===== src/rtl/cnn_pkg.sv =====
// rtl/cnn_pkg.sv - shared pixel width default and 3x3 window index constants
package cnn_pkg;

  localparam int DATA_W_DEF = 16;
  localparam int WIN_N      = 9;
  localparam int WIN_COLS   = 3;

  // Row offsets into the flattened, row-major 3x3 window
  localparam int WIN_TOP = 0;
  localparam int WIN_MID = 3;
  localparam int WIN_BOT = 6;

endpackage


===== src/rtl/window_gen_3x3_if.sv =====
// rtl/window_gen_3x3_if.sv - raster pixel input and 3x3 window output bundle
interface window_gen_3x3_if
  import cnn_pkg::*;
#(
  parameter int DATA_W = DATA_W_DEF
);

  logic signed [DATA_W-1:0] pixel_in;
  logic                     valid_in;
  logic                     sof;
  logic signed [DATA_W-1:0] window [WIN_N];
  logic                     valid_out;
  logic                     frame_done;

  modport master (
    output pixel_in, valid_in, sof,
    input  window, valid_out, frame_done
  );

  modport slave (
    input  pixel_in, valid_in, sof,
    output window, valid_out, frame_done
  );

endinterface


===== src/rtl/line_fifo.sv =====
// rtl/line_fifo.sv - fixed-delay line buffer: dout is the din accepted DEPTH enables ago
module line_fifo #(
  parameter int DEPTH  = 28,
  parameter int DATA_W = 16
) (
  input  logic                     clk,
  input  logic                     reset,
  input  logic                     en,
  input  logic signed [DATA_W-1:0] din,
  output logic signed [DATA_W-1:0] dout
);

  localparam int            PW   = (DEPTH > 1) ? $clog2(DEPTH) : 1;
  localparam logic [PW-1:0] LAST = PW'(DEPTH - 1);

  logic signed [DATA_W-1:0] mem [DEPTH];
  logic [PW-1:0]            ptr;

  always_ff @(posedge clk or posedge reset) begin
    if (reset) begin
      ptr <= '0;
    end else if (en) begin
      ptr <= (ptr == LAST) ? '0 : ptr + PW'(1);
    end
  end

  // Storage is never cleared; stale entries are masked by the window counters
  always_ff @(posedge clk) begin
    if (en) begin
      mem[ptr] <= din;
    end
  end

  assign dout = mem[ptr];

endmodule


===== src/rtl/window_gen_3x3.sv =====
// rtl/window_gen_3x3.sv - 3x3 sliding window generator over a raster pixel stream
module window_gen_3x3
  import cnn_pkg::*;
#(
  parameter int IMG_W  = 28,
  parameter int IMG_H  = 28,
  parameter int DATA_W = DATA_W_DEF
) (
  input  logic              clk,
  input  logic              reset,
  window_gen_3x3_if.slave   bus
);

  localparam int            CW       = $clog2(IMG_W);
  localparam int            RW       = $clog2(IMG_H);
  localparam logic [CW-1:0] COL_LAST = CW'(IMG_W - 1);
  localparam logic [RW-1:0] ROW_LAST = RW'(IMG_H - 1);

  logic [CW-1:0] col, cur_col;
  logic [RW-1:0] row, cur_row;
  logic          accept;
  logic          win_hit;

  logic signed [DATA_W-1:0] lb1_dout;
  logic signed [DATA_W-1:0] lb2_dout;
  logic signed [DATA_W-1:0] sh      [WIN_N];
  logic signed [DATA_W-1:0] sh_next [WIN_N];

  assign accept  = bus.valid_in;
  // sof pins the current pixel to the frame origin regardless of counter state
  assign cur_col = bus.sof ? '0 : col;
  assign cur_row = bus.sof ? '0 : row;
  assign win_hit = accept && (cur_row >= RW'(2)) && (cur_col >= CW'(2));

  always_ff @(posedge clk or posedge reset) begin
    if (reset) begin
      col <= '0;
      row <= '0;
    end else if (accept) begin
      if (cur_col == COL_LAST) begin
        col <= '0;
        row <= (cur_row == ROW_LAST) ? '0 : cur_row + RW'(1);
      end else begin
        col <= cur_col + CW'(1);
        row <= cur_row;
      end
    end
  end

  line_fifo #(.DEPTH(IMG_W), .DATA_W(DATA_W)) u_lb1 (
    .clk   (clk),
    .reset (reset),
    .en    (accept),
    .din   (bus.pixel_in),
    .dout  (lb1_dout)
  );

  line_fifo #(.DEPTH(IMG_W), .DATA_W(DATA_W)) u_lb2 (
    .clk   (clk),
    .reset (reset),
    .en    (accept),
    .din   (lb1_dout),
    .dout  (lb2_dout)
  );

  always_comb begin
    for (int r = 0; r < WIN_COLS; r++) begin
      sh_next[r*WIN_COLS]     = sh[r*WIN_COLS + 1];
      sh_next[r*WIN_COLS + 1] = sh[r*WIN_COLS + 2];
    end
    sh_next[WIN_TOP + 2] = lb2_dout;
    sh_next[WIN_MID + 2] = lb1_dout;
    sh_next[WIN_BOT + 2] = bus.pixel_in;
  end

  // The shift array moves on every accepted pixel; the output copy only on valid windows
  always_ff @(posedge clk or posedge reset) begin
    if (reset) begin
      for (int k = 0; k < WIN_N; k++) begin
        sh[k]         <= '0;
        bus.window[k] <= '0;
      end
      bus.valid_out  <= 1'b0;
      bus.frame_done <= 1'b0;
    end else begin
      bus.valid_out  <= win_hit;
      bus.frame_done <= win_hit && (cur_row == ROW_LAST) && (cur_col == COL_LAST);
      if (accept) begin
        sh <= sh_next;
      end
      if (win_hit) begin
        bus.window <= sh_next;
      end
    end
  end

endmodule


===== src/flat_wrapper.sv =====
// flat-port wrapper written by rule: the top's interface ports become plain ports
module window_gen_3x3_flat import cnn_pkg::*;
#(
  parameter int IMG_W  = 28,
  parameter int IMG_H  = 28,
  parameter int DATA_W = DATA_W_DEF
)
  (clk, reset, bus_pixel_in, bus_valid_in, bus_sof, bus_window, bus_valid_out, bus_frame_done);
  window_gen_3x3_if #(.DATA_W(DATA_W)) bus_i ();
  input  logic clk;
  input  logic reset;
  input wire logic [$bits(bus_i.pixel_in)-1:0] bus_pixel_in;
  input wire logic [$bits(bus_i.valid_in)-1:0] bus_valid_in;
  input wire logic [$bits(bus_i.sof)-1:0] bus_sof;
  output wire logic [$bits(bus_i.window)-1:0] bus_window;
  output wire logic [$bits(bus_i.valid_out)-1:0] bus_valid_out;
  output wire logic [$bits(bus_i.frame_done)-1:0] bus_frame_done;
  assign bus_i.pixel_in = bus_pixel_in;
  assign bus_i.valid_in = bus_valid_in;
  assign bus_i.sof = bus_sof;
  assign bus_window = {>>{bus_i.window}};
  assign bus_valid_out = bus_i.valid_out;
  assign bus_frame_done = bus_i.frame_done;
  window_gen_3x3 #(.IMG_W(IMG_W), .IMG_H(IMG_H), .DATA_W(DATA_W)) u_core (.clk(clk), .reset(reset), .bus(bus_i));
endmodule

===== config.mk =====
export PLATFORM = sky130hd
export DESIGN_NAME = window_gen_3x3_flat
export DESIGN_NICKNAME = d
export VERILOG_FILES = /design/src/rtl/cnn_pkg.sv /design/src/rtl/window_gen_3x3_if.sv /design/src/rtl/line_fifo.sv /design/src/rtl/window_gen_3x3.sv /design/src/flat_wrapper.sv
export SDC_FILE = /design/constraint.sdc
export NUM_CORES = 1
export LEC_CHECK = 0
export CORE_MARGIN = 1
export CORE_UTILIZATION = 40
export DETAILED_ROUTE_END_ITERATION = 16
export GPL_TIMING_DRIVEN = 1
export RECOVER_POWER = 100
export REMOVE_ABC_BUFFERS = 1
export SKIP_LAST_GASP = 1
export SLEW_MARGIN = 20
export SYNTH_ARGS = -nofsm -noshare
export SYNTH_HDL_FRONTEND = slang
export SYNTH_SLANG_ARGS = --single-unit

===== constraint.sdc =====
create_clock -name clk -period 12.1 [get_ports clk]
set_input_delay 1.21 -clock clk [delete_from_list [all_inputs] [get_ports clk]]
set_output_delay 1.21 -clock clk [all_outputs]
set_load 0.03 [all_outputs]

[Yosys cells after proc, flatten, opt, wreduce, memory -nomap -nowiden]
Memory sizes are Yosys's and may differ from the RTL's.
Cells that the tools add are included.
W data, S select, Z words.
Storage, ports and cells
  flip-flop bits (word level): 262
  memory bits (writable): 896
  input bits: 20
  word-level logic and storage cells: 46
  memories kept: 2
Memories
  u_core.u_lb1.mem: depth 28, bits a word 16, rd ports 1, clocked after Yosys merged registers in 0, wr ports 1, RTL line line_fifo.sv:16  | logic signed [DATA_W-1:0] mem [DEPTH];
  u_core.u_lb2.mem: depth 28, bits a word 16, rd ports 1, clocked after Yosys merged registers in 0, wr ports 1, RTL line line_fifo.sv:16
Operators by class
  $add $sub $neg: 4
  order comparisons: 2
  eq/ne operators: 4
  muxes and demuxes: 9
  reductions and logical operators: 4
Operators by type and width (count)
  $mux W5: 7
  $add A5 B1 Y5 const B: 4
  $eq A5 B5 Y1 const B: 4
  $ge A5 B2 Y1 const B: 2
  $logic_and A1 B1 Y1: 4
  $mux W1: 2

[Longest topological paths before layout]
Gate-level depths: netlist of the first run.
  word-level depth: 6
  depth in mapped cells: 10

[Hierarchy]
From an unflattened synthesis of the first run, not the netlist that was laid out.
Second synthesis, totals
  cell total of the unflattened synthesis: 2316
  area total of the unflattened synthesis: 45852.7 sq um
Modules (own cells, without submodules)
  line_fifo: instances 2, cells an instance 866, area each 17767.0 sq um, sequential area each 13578.0 sq um
  window_gen_3x3: instances 1, cells an instance 584, area each 10318.6 sq um, sequential area each 6306.0 sq um

[Worst setup path after synthesis of the first run]
OpenSTA, ideal clock, no wires.
  path kind: input -> register
  start: input port bus_valid_in
  end: memory u_core.u_lb1.mem[27][0], enable pin
  library setup time: 0.412 ns
  arrival time: 3.140 ns
  path slack: 8.549 ns
  stages on the path: 4
  buffers on the path: 2
  cell sequence: clkbuf_1 clkbuf_1 nand2_1 nor3_1
Between the ends
  word-level cells in the longest chain between the ends: 2
Ends and longest elaborated chain
  from (decl): RTL line flat_wrapper.sv:13  | input wire logic [$bits(bus_i.valid_in)-1:0] bus_valid_in;
  $mux W1: RTL line line_fifo.sv:29  | if (en) begin
  $mux W1 (not written as such): RTL line line_fifo.sv:30  | mem[ptr] <= din;
  to (decl): RTL line line_fifo.sv:16
No other way between the ends.

[Worst setup path after layout of the first run]
  start: register u_core.u_lb1.ptr[1]
  end: memory u_core.u_lb2.mem[2][2], data pin
Between the ends
  word-level cells in the longest chain between the ends: 1
Ends and longest elaborated chain
  from (decl): RTL line line_fifo.sv:17  | logic [PW-1:0] ptr;
  from (signal assigned): RTL line line_fifo.sv:23  | ptr <= (ptr == LAST) ? '0 : ptr + PW'(1);
  $mem_v2 Z28 W16
  via u_core.lb1_dout[2]: RTL line window_gen_3x3.sv:24  | logic signed [DATA_W-1:0] lb1_dout;
  to (decl): RTL line line_fifo.sv:16
The timed path passes the listed nets, and every way through them passes these cells.

==> results of run 1 <==
-- synth_stat cells, types with 7 or more instances --
| cell | instances | area, µm² |
|---|---|---|
| a211oi_1 | 17 | 127.6 |
| a21oi_1 | 86 | 430.4 |
| a22oi_1 | 33 | 247.7 |
| and3_1 | 30 | 187.7 |
| buf_2 | 64 | 320.3 |
| buf_4 | 20 | 150.1 |
| clkbuf_1 | 45 | 168.9 |
| dfrtp_1 | 262 | 6556 |
| edfxtp_1 | 896 | 26910 |
| ha_1 | 10 | 125.1 |
| inv_1 | 31 | 116.4 |
| mux2_2 | 205 | 2308 |
| mux2i_1 | 277 | 2773 |
| mux4_2 | 67 | 1509 |
| nand2_1 | 42 | 157.7 |
| nand2b_1 | 18 | 112.6 |
| nand3_1 | 24 | 120.1 |
| nand4_1 | 7 | 43.79 |
| nor2_1 | 130 | 488.0 |
| nor2b_1 | 19 | 118.9 |
| nor3_1 | 10 | 50.05 |
| nor4_1 | 20 | 125.1 |
| o21ai_0 | 19 | 95.09 |
| o22ai_1 | 98 | 613.1 |
| o2bb2ai_1 | 13 | 113.9 |
| or4_1 | 8 | 60.06 |
-- worst max-delay path, cell delays in order, from the launching register on --
cell and delay (ns):
dfrtp_1 2.06, clkbuf_1 2.93, mux4_2 0.54, a211oi_1 0.57, and3_1 0.24, clkbuf_1 0.53
inv_1 0.59
-- power by group through the flow --
stage	logic, mW	clock network [mW]	registers, mW
floorplan	1.80	0	6.41
global route	3.99	3.84	5.93
CTS	3.86	3.68	5.88
detailed placement	3.85	0	5.95
global placement	3.76	0	5.92
finish	3.74	3.61	5.86
-- registers in the layout, summed over array words and instances, names as in the netlist --
register,count
u_core.u_lb1.mem,448
u_core.u_lb2.mem,448
u_core.bus.window,144
u_core.bus.valid_out,1
u_core.bus.frame_done,1
u_core.col,5
u_core.u_lb2.ptr,5
u_core.row,5
u_core.sh,96
u_core.u_lb1.ptr,5
-- layout make-up --
cell class | instances | share of cell area
inverters | 31 | 0.002268
clock buffers | 178 | 0.06542
multi-input cells | 1209 | 0.2020
clock inverters | 50 | 0.01033
repair buffers | 251 | 0.03859
flip-flops and latches | 1158 | 0.6455
well taps | 1488 | 0.03591
-- per-layer routing --
metal,track usage,routed length [µm],vias up,share of wire
met2,0.3192,53270,747,0.50
met5,0,0,-,0
li1,-,-,10400,-
met1,0.2464,44110,12310,0.41
met4,0.05764,2738,0,0.026
met3,0.02801,6182,155,0.058
-- metrics by stage --
stage	setup WS (ns)	total power, mW	instances	instance area [µm²]
2_1_floorplan	3.453	8.218	2398	44060
3_3_place_gp	7.250	9.674	4137	48280
3_5_place_dp	7.092	9.798	4137	48280
4_1_cts	7.574	13.42	4365	52210
5_1_grt	3.731	13.76	4365	51850
6_report	4.120	13.21	4365	51850
-- how the worst min path moves through the flow --
stage,startpoint,depth (start not counted),slack (ns),to
finish,u_core.bus.window[41],1,0.50,u_core.bus.window[41]
global route,u_core.sh[68],1,0.52,u_core.sh[68]
global placement,u_core.sh[112],1,0.48,u_core.bus.window[128]
floorplan,u_core.sh[112],1,0.47,u_core.sh[112]
detailed placement,u_core.sh[79],1,0.49,u_core.bus.window[95]
CTS,u_core.sh[68],1,0.51,u_core.sh[68]
-- cells by family after synthesis --
kind of cell | count (synthesis) | share of synthesized area
XOR/XNOR | 2 | 0.0003912
AO/OA/AOI/OAI | 297 | 0.04277
buffers and inverters | 171 | 0.01869
multiplexers | 549 | 0.1472
adder cells (fa/ha/maj) | 10 | 0.002794
flip-flops | 1158 | 0.7472
AND/OR/NAND/NOR | 351 | 0.04099
==> flow_metrics.env, run 1 <==
export IMPL_final_util=0.4679
export IMPL_ctsHoldBuffers=0
export IMPL_post_route_period_util=0.6595
export IMPL_drv_slew=789
export IMPL_ir_drop_v=0.0001600
export IMPL_p_leak_nw=17.86
export IMPL_switching_share=0.3344
export IMPL_cts_buffers=119
export IMPL_synth_edf_count=896
export IMPL_clkLatencyLatePin_ns=0.73
export IMPL_antenna_left=0
export IMPL_synth_ff_type="edfxtp_1"
export IMPL_cts_sinks=1158
export IMPL_cts_setup_buffers=0
export IMPL_synth_area_um2=44780
export IMPL_postSynthAreaPerCell_um2=17.64
export IMPL_ys_ff_latch=1158
export IMPL_arrival_ns=8.28
export IMPL_rsz0062_at_grt="false"
export IMPL_min_delay_path_class="register to register"
export IMPL_switching_power_mw=4.418
export IMPL_dr_pass1_iters=6
export IMPL_routed_via_density=5.409
export IMPL_core_region_area_um2=110800
export IMPL_seq_area_um2=33470
export IMPL_dieArea_um2=113300
export IMPL_setup_worst_path_end="u_core.u_lb2.mem[2][2]"
export IMPL_cts_root_buf="clkbuf_16"
export IMPL_ioPinCount=166
export IMPL_worst_pin_slew_ns=5.780
export IMPL_drive_gt1_frac=0.1658
export IMPL_htreeDepth=3
export IMPL_layout_commonest_cell="edfxtp_1"
export IMPL_seq_power_share=0.443
export IMPL_internal_power_mw=8.793
export IMPL_rows=122
export IMPL_cts_tree="yes"
export IMPL_gr_usage_all_layers=0.1871
export IMPL_finalHoldViolations=0
export IMPL_num_vias=23610
export IMPL_max_freq_mhz=125.3
export IMPL_fin_crit_ns=7.980
export IMPL_die_w_um=336.6
export IMPL_startpoint_type="register"
export IMPL_grt_ovfl_total=0
export IMPL_outcome="finished, violations left"
export IMPL_drv_cap=17
export IMPL_required_ns=12.40
export IMPL_pwr_share_clk=0.273
export IMPL_path_max_fanout=59
export IMPL_startpoint="u_core.u_lb1.ptr[1]"
export IMPL_critPathKind="register to register"
export IMPL_r2r_slack_ns=4.12
export IMPL_die_height_um=336.6
export IMPL_yosysWarningCount=0
export IMPL_synthArstFlopShare=0.2263
export IMPL_drt_iter0_markers=2137
export IMPL_ys_seq_area_frac=0.7472
export IMPL_clk_pin_slew_ns=0.06
export IMPL_grt_pass1_vias=24050
export IMPL_hold_slack_ns=0.4956
export IMPL_wl_um=106300
export IMPL_syn_inst=2538
export IMPL_fillers=9497
export IMPL_r2r_start="u_core.u_lb1.ptr[1]"
export IMPL_place_congestion=0.8227
export IMPL_portBuffers=165
export IMPL_syn_to_final_growth_pct=15.78
export IMPL_wl_per_cell_um=24.35
export IMPL_pwr_share_comb=0.283
export IMPL_n_antenna_cell=0
export IMPL_fin_setup_tns_ns=0
export IMPL_hpwl_um=66540
export IMPL_skew_ns=0.06659
export IMPL_violations="max-capacitance violations, max-slew violations"
export IMPL_final_cell_mix="edfxtp_1, mux2i_1, dfrtp_1, mux2_2, dlygate4sd3_1"
export IMPL_post_cts_resized=0
export IMPL_start_util=0.4041
export IMPL_end_kind="register"
export IMPL_synth_cell_types=63
export IMPL_relSlewSlack=-2.875
export IMPL_drc=0
export IMPL_setup_viol=0
export IMPL_powerDensity_nw_per_um2=254.8
export IMPL_grt_pass1_wl_um=157200
export IMPL_antenna_found_initial=2
export IMPL_clockBufferDepth=3
export IMPL_grt_max_degree=152
export IMPL_r2r_end="u_core.u_lb2.mem[2][2]"
export IMPL_multiInputGateArea_um2=10470
export IMPL_ff2ff_path_depth=6
export IMPL_final_net_count=2800
Power figures use the tool's default switching activity.
==> run 2: changes to the inputs <==
==> constraint.sdc (replaced) <==
create_clock -name clk -period 7.1 [get_ports clk]
set_input_delay 0.71 -clock clk [delete_from_list [all_inputs] [get_ports clk]]
set_output_delay 0.71 -clock clk [all_outputs]
set_load 0.03 [all_outputs]
==> flow_metrics.env, run 2 (synthesis results as in run 1) <==
export IMPL_post_cts_resized=0
export IMPL_startpoint="u_core.u_lb1.ptr[1]"
export IMPL_p_leak_nw=17.94
export IMPL_hpwl_um=66640
export IMPL_final_cell_mix="edfxtp_1, mux2i_1, dfrtp_1, mux2_2, dlygate4sd3_1"
export IMPL_fin_cells=4366
export IMPL_path_max_fanout=106
export IMPL_core_region_area_um2=110800
export IMPL_start_util=0.4041
export IMPL_worstPathCellList="buf_12, mux2i_1, o22ai_1, or4_1, a211oi_1, inv_1"
export IMPL_htreeDepth=3
export IMPL_arrival_ns=5.71
export IMPL_r2r_slack_ns=1.66
export IMPL_clockBufferDepth=3
export IMPL_grt_max_degree=107
export IMPL_post_route_period_util=0.7668
export IMPL_ctsHoldBuffers=0
export IMPL_syn_to_final_growth_pct=16.07
export IMPL_portBuffers=165
export IMPL_cts_setup_buffers=0
export IMPL_drt_iter0_markers=1975
export IMPL_dpl_cell_count=4142
export IMPL_cts_root_buf="clkbuf_16"
export IMPL_critical_path_top_delay_family="flip-flops"
export IMPL_place_congestion=0.8416
export IMPL_end_kind="register"
export IMPL_hold_path_depth=1
export IMPL_powerDensity_nw_per_um2=433.7
export IMPL_fillers=9468
export IMPL_drc=0
export IMPL_skew_ns=0.04467
export IMPL_r2r_start="u_core.u_lb1.ptr[1]"
export IMPL_cts_tree="yes"
export IMPL_antenna_left=0
export IMPL_ir_drop_v=0.0002654
export IMPL_largest_registers="u_core.u_lb1.mem x448, u_core.u_lb2.mem x448, u_core.bus.window x144"
export IMPL_multiInputGateArea_um2=10480
export IMPL_crit_path_top_delay_cell="dfrtp_1"
export IMPL_cts_sinks=1158
export IMPL_routed_via_density=5.382
export IMPL_clk_pin_slew_ns=0.06
export IMPL_dr_pass1_iters=5
export IMPL_clkLatencyLatePin_ns=0.70
export IMPL_final_util=0.4690
export IMPL_fin_area_um2=51980
export IMPL_ff2ff_path_depth=6
export IMPL_place_area_um2=48330
export IMPL_worst_pin_slew_ns=3.177
export IMPL_antenna_found_initial=6
export IMPL_rows=122
export IMPL_ioPinCount=166
export IMPL_relSlewSlack=-1.118
export IMPL_crit_cells=6
export IMPL_seq_area_um2=33470
export IMPL_outcome="finished, violations left"
export IMPL_drive_gt1_frac=0.1689
export IMPL_violations="max-capacitance violations, max-slew violations"
export IMPL_hold_path_startpoint="u_core.bus.window[136]"
export IMPL_wl_per_cell_um=24.54
export IMPL_cts_buffers=117
export IMPL_grt_ovfl_total=0
export IMPL_drv_cap=22
export IMPL_required_ns=7.37
export IMPL_drv_slew=934
export IMPL_finalHoldViolations=0
export IMPL_rsz0062_at_grt="false"
export IMPL_dieArea_um2=113300
export IMPL_grt_pass1_vias=24380
export IMPL_final_net_count=2803
export IMPL_max_freq_mhz=183.7
export IMPL_grt_pass1_wl_um=158800
export IMPL_layout_commonest_cell="edfxtp_1"
export IMPL_die_w_um=336.6
export IMPL_die_height_um=336.6
export IMPL_critPathKind="register to register"
export IMPL_path_buf_inv=2
export IMPL_num_vias=23500
export IMPL_gr_usage_all_layers=0.1892
export IMPL_cpPeakStageDelay_ns=1.96
export IMPL_min_delay_path_class="register to register"
export IMPL_startpoint_type="register"
export IMPL_wl_um=107100
export IMPL_min_to="u_core.bus.window[136]"
export IMPL_r2r_end="u_core.u_lb2.mem[10][11]"
export IMPL_fin_crit_ns=5.444
export IMPL_setup_viol=0
## run 2: changes by cell type in the layout (fill, tap and decap cells not counted), sizes merged, moves of 2 or more
cell and change:
bufinv +5, clkinv -5, clkbuf -4, dlygate4sd3 +4, inv +4, clkinvlp -2
## run 2: power by group
group	internal, mW	switching, mW	leakage [nW]
clock network	3.68	2.58	1.94
registers	9.31	0.668	11.2
logic	2.09	4.21	4.84
## run 2: worst max path at each step
stage | endpoint | slack (ns)
floorplan | u_core.u_lb2.mem[27][0] | -1.55
global placement | u_core.u_lb2.mem[4][2] | 3.12
detailed placement | u_core.u_lb2.mem[14][2] | 3.03
CTS | u_core.u_lb2.mem[14][2] | 3.02
global route | u_core.u_lb2.mem[10][11] | 1.42
finish | u_core.u_lb2.mem[10][11] | 1.66
## run 2: cell type report
cell class              count  area share
repair buffers            256     0.03964
clock inverters            52     0.01256
inverters                  31    0.002263
diodes                      1  0.00004814
clock buffers             171     0.06432
flip-flops and latches   1158      0.6438
multi-input cells        1209      0.2015
well taps                1488     0.03582
## run 2: per-stage QoR
stage | hold WS [ns] | TNS, ns | setup WS (ns) | power (mW)
after floorplan | 0.4749 | -860.56 | -1.547 | 14.01
after global placement | 0.4840 | 0 | 3.117 | 16.43
after detailed placement | 0.4923 | 0 | 3.030 | 16.66
after CTS | 0.4362 | 0 | 3.021 | 22.95
after global routing | 0.5111 | 0 | 1.425 | 23.51
final | 0.4974 | 0 | 1.656 | 22.54
## run 2: layer usage
| metal | track usage | share of wire |
|---|---|---|
| met2 | 0.3181 | 0.50 |
| met5 | 0 | 0.00053 |
| met4 | 0.06122 | 0.028 |
| met3 | 0.03117 | 0.059 |
| met1 | 0.2502 | 0.42 |
==> run 3: changes to the inputs <==
==> constraint.sdc (replaced) <==
create_clock -name clk -period 4.96 [get_ports clk]
set_input_delay 0.496 -clock clk [delete_from_list [all_inputs] [get_ports clk]]
set_output_delay 0.496 -clock clk [all_outputs]
set_load 0.03 [all_outputs]
==> flow_metrics.env, run 3 (synthesis results as in run 1) <==
export IMPL_outcome="finished, violations left"
export IMPL_violations="max-capacitance violations, max-slew violations"
export IMPL_gr_usage_all_layers=0.1981
export IMPL_clockBufferDepth=3
export IMPL_met3_usage=0.03163
export IMPL_setup_viol=0
export IMPL_fin_setup_tns_ns=0
export IMPL_n_antenna_cell=0
export IMPL_powerDensity_nw_per_um2=618.8
export IMPL_ir_drop_v=0.0003633
export IMPL_die_w_um=336.6
export IMPL_drv_slew=875
export IMPL_max_freq_mhz=229.4
export IMPL_htreeDepth=3
export IMPL_die_height_um=336.6
export IMPL_grt_ovfl_total=0
export IMPL_cts_tree="yes"
export IMPL_dpl_cell_count=4157
export IMPL_antenna_left=0
export IMPL_layout_setup_ws_ns=0.6002
export IMPL_drv_cap=27
export IMPL_rsz0062_at_grt="false"
export IMPL_antenna_found_initial=1
export IMPL_grt_max_degree=93
export IMPL_start_util=0.4041
export IMPL_routed_via_density=5.459
export IMPL_ctsHoldBuffers=0
export IMPL_path_max_fanout=46
export IMPL_gr_usage_met1=0.2576
export IMPL_fin_crit_ns=4.360
export IMPL_cpPeakStageDelay_ns=1.02
export IMPL_num_vias=23900
export IMPL_ioPinCount=166
export IMPL_drive_gt1_frac=0.1748
export IMPL_drt_iter0_markers=2097
export IMPL_cts_sinks=1158
export IMPL_p_leak_nw=17.98
export IMPL_fin_cells=4377
export IMPL_crit_path_top_delay_cell="nor3_1"
export IMPL_critical_path_top_delay_family="simple AND/OR/NAND/NOR gates"
export IMPL_skew_ns=0.03407
export IMPL_dp_slack_ns=1.012
export IMPL_met2_usage=0.3378
export IMPL_place_congestion=0.8387
export IMPL_clk_pin_slew_ns=0.06
export IMPL_dr_pass1_iters=5
export IMPL_worstPathCellList="clkbuf_2, nor2b_1, a211oi_1, and3_1, nor3_1, inv_1"
export IMPL_post_route_period_util=0.8790
export IMPL_grt_pass1_vias=24480
export IMPL_core_region_area_um2=110800
export IMPL_clkLatencyLatePin_ns=0.71
export IMPL_portBuffers=165
export IMPL_cts_buffers=116
export IMPL_relSlewSlack=-0.9514
export IMPL_fillers=9447
export IMPL_largest_registers="u_core.u_lb1.mem x448, u_core.u_lb2.mem x448, u_core.bus.window x144"
export IMPL_dieArea_um2=113300
export IMPL_final_net_count=2817
export IMPL_min_delay_path_class="input pin to asynchronous set/reset pin"
export IMPL_rows=122
export IMPL_startpoint_type="register"
export IMPL_finalHoldViolations=0
export IMPL_end_kind="register"
export IMPL_post_cts_resized=0
export IMPL_final_cell_mix="edfxtp_1, mux2i_1, dfrtp_1, mux2_2, dlygate4sd3_1"
export IMPL_r2r_slack_ns=0.60
export IMPL_arrival_ns=4.59
export IMPL_hpwl_um=69090
export IMPL_wl_per_cell_um=25.71
export IMPL_fin_area_um2=52040
export IMPL_cts_setup_buffers=0
export IMPL_worst_pin_slew_ns=2.927
export IMPL_top_usage_layer="met2"
export IMPL_place_area_um2=48500
export IMPL_grt_pass1_wl_um=163900
export IMPL_layout_commonest_cell="edfxtp_1"
export IMPL_wl_um=112500
export IMPL_required_ns=5.19
export IMPL_drc=0
export IMPL_critPathKind="register to register"
export IMPL_path_buf_inv=2
export IMPL_syn_to_final_growth_pct=16.21
export IMPL_cts_root_buf="clkbuf_16"
-- run 3: final timing paths --
kind,to,cells after the start,start
max in group asynchronous,u_core.u_lb1.ptr[1],3,reset
worst max register to register,u_core.u_lb2.mem[21][0],6,u_core.u_lb1.ptr[1]
min in group clk,u_core.bus.window[131],1,u_core.bus.window[131]
worst min register to register,u_core.bus.window[131],1,u_core.bus.window[131]
worst max-delay path,u_core.u_lb2.mem[21][0],6,u_core.u_lb1.ptr[1]
worst min-delay path,u_core.bus.valid_out,2,reset
-- run 3: power by group --
part,internal (mW),switching (mW)
clock network,5.18,3.70
logic,3.00,5.93
registers,13.3,1.05
total,21.5,10.7
-- run 3: layout make-up --
class                   instances  area [µm²]  share of cell area
flip-flops and latches       1158       33470              0.6432
clock inverters                62       659.4             0.01267
repair buffers                271        2140             0.04111
inverters                      31       123.9            0.002380
clock buffers                 158        3294             0.06330
well taps                    1488        1862             0.03578
multi-input cells            1209       10490              0.2015
-- run 3: metrics by stage --
| stage | power, mW | hold slack (ns) | utilization |
|---|---|---|---|
| after floorplan | 20.05 | 0.4749 | - |
| after global placement | 23.56 | 0.4840 | 0.4376 |
| after detailed placement | 23.88 | 0.4918 | 0.4376 |
| after CTS | 32.80 | 0.3108 | 0.4733 |
| after global routing | 33.53 | 0.4557 | 0.4696 |
| final | 32.20 | 0.4006 | 0.4696 |
-- run 3: metal layers --
metal	vias up	wire (µm)
met3	217	6685
met2	813	56100
met5	-	0
met1	12410	45960
li1	10460	-
met4	0	3772
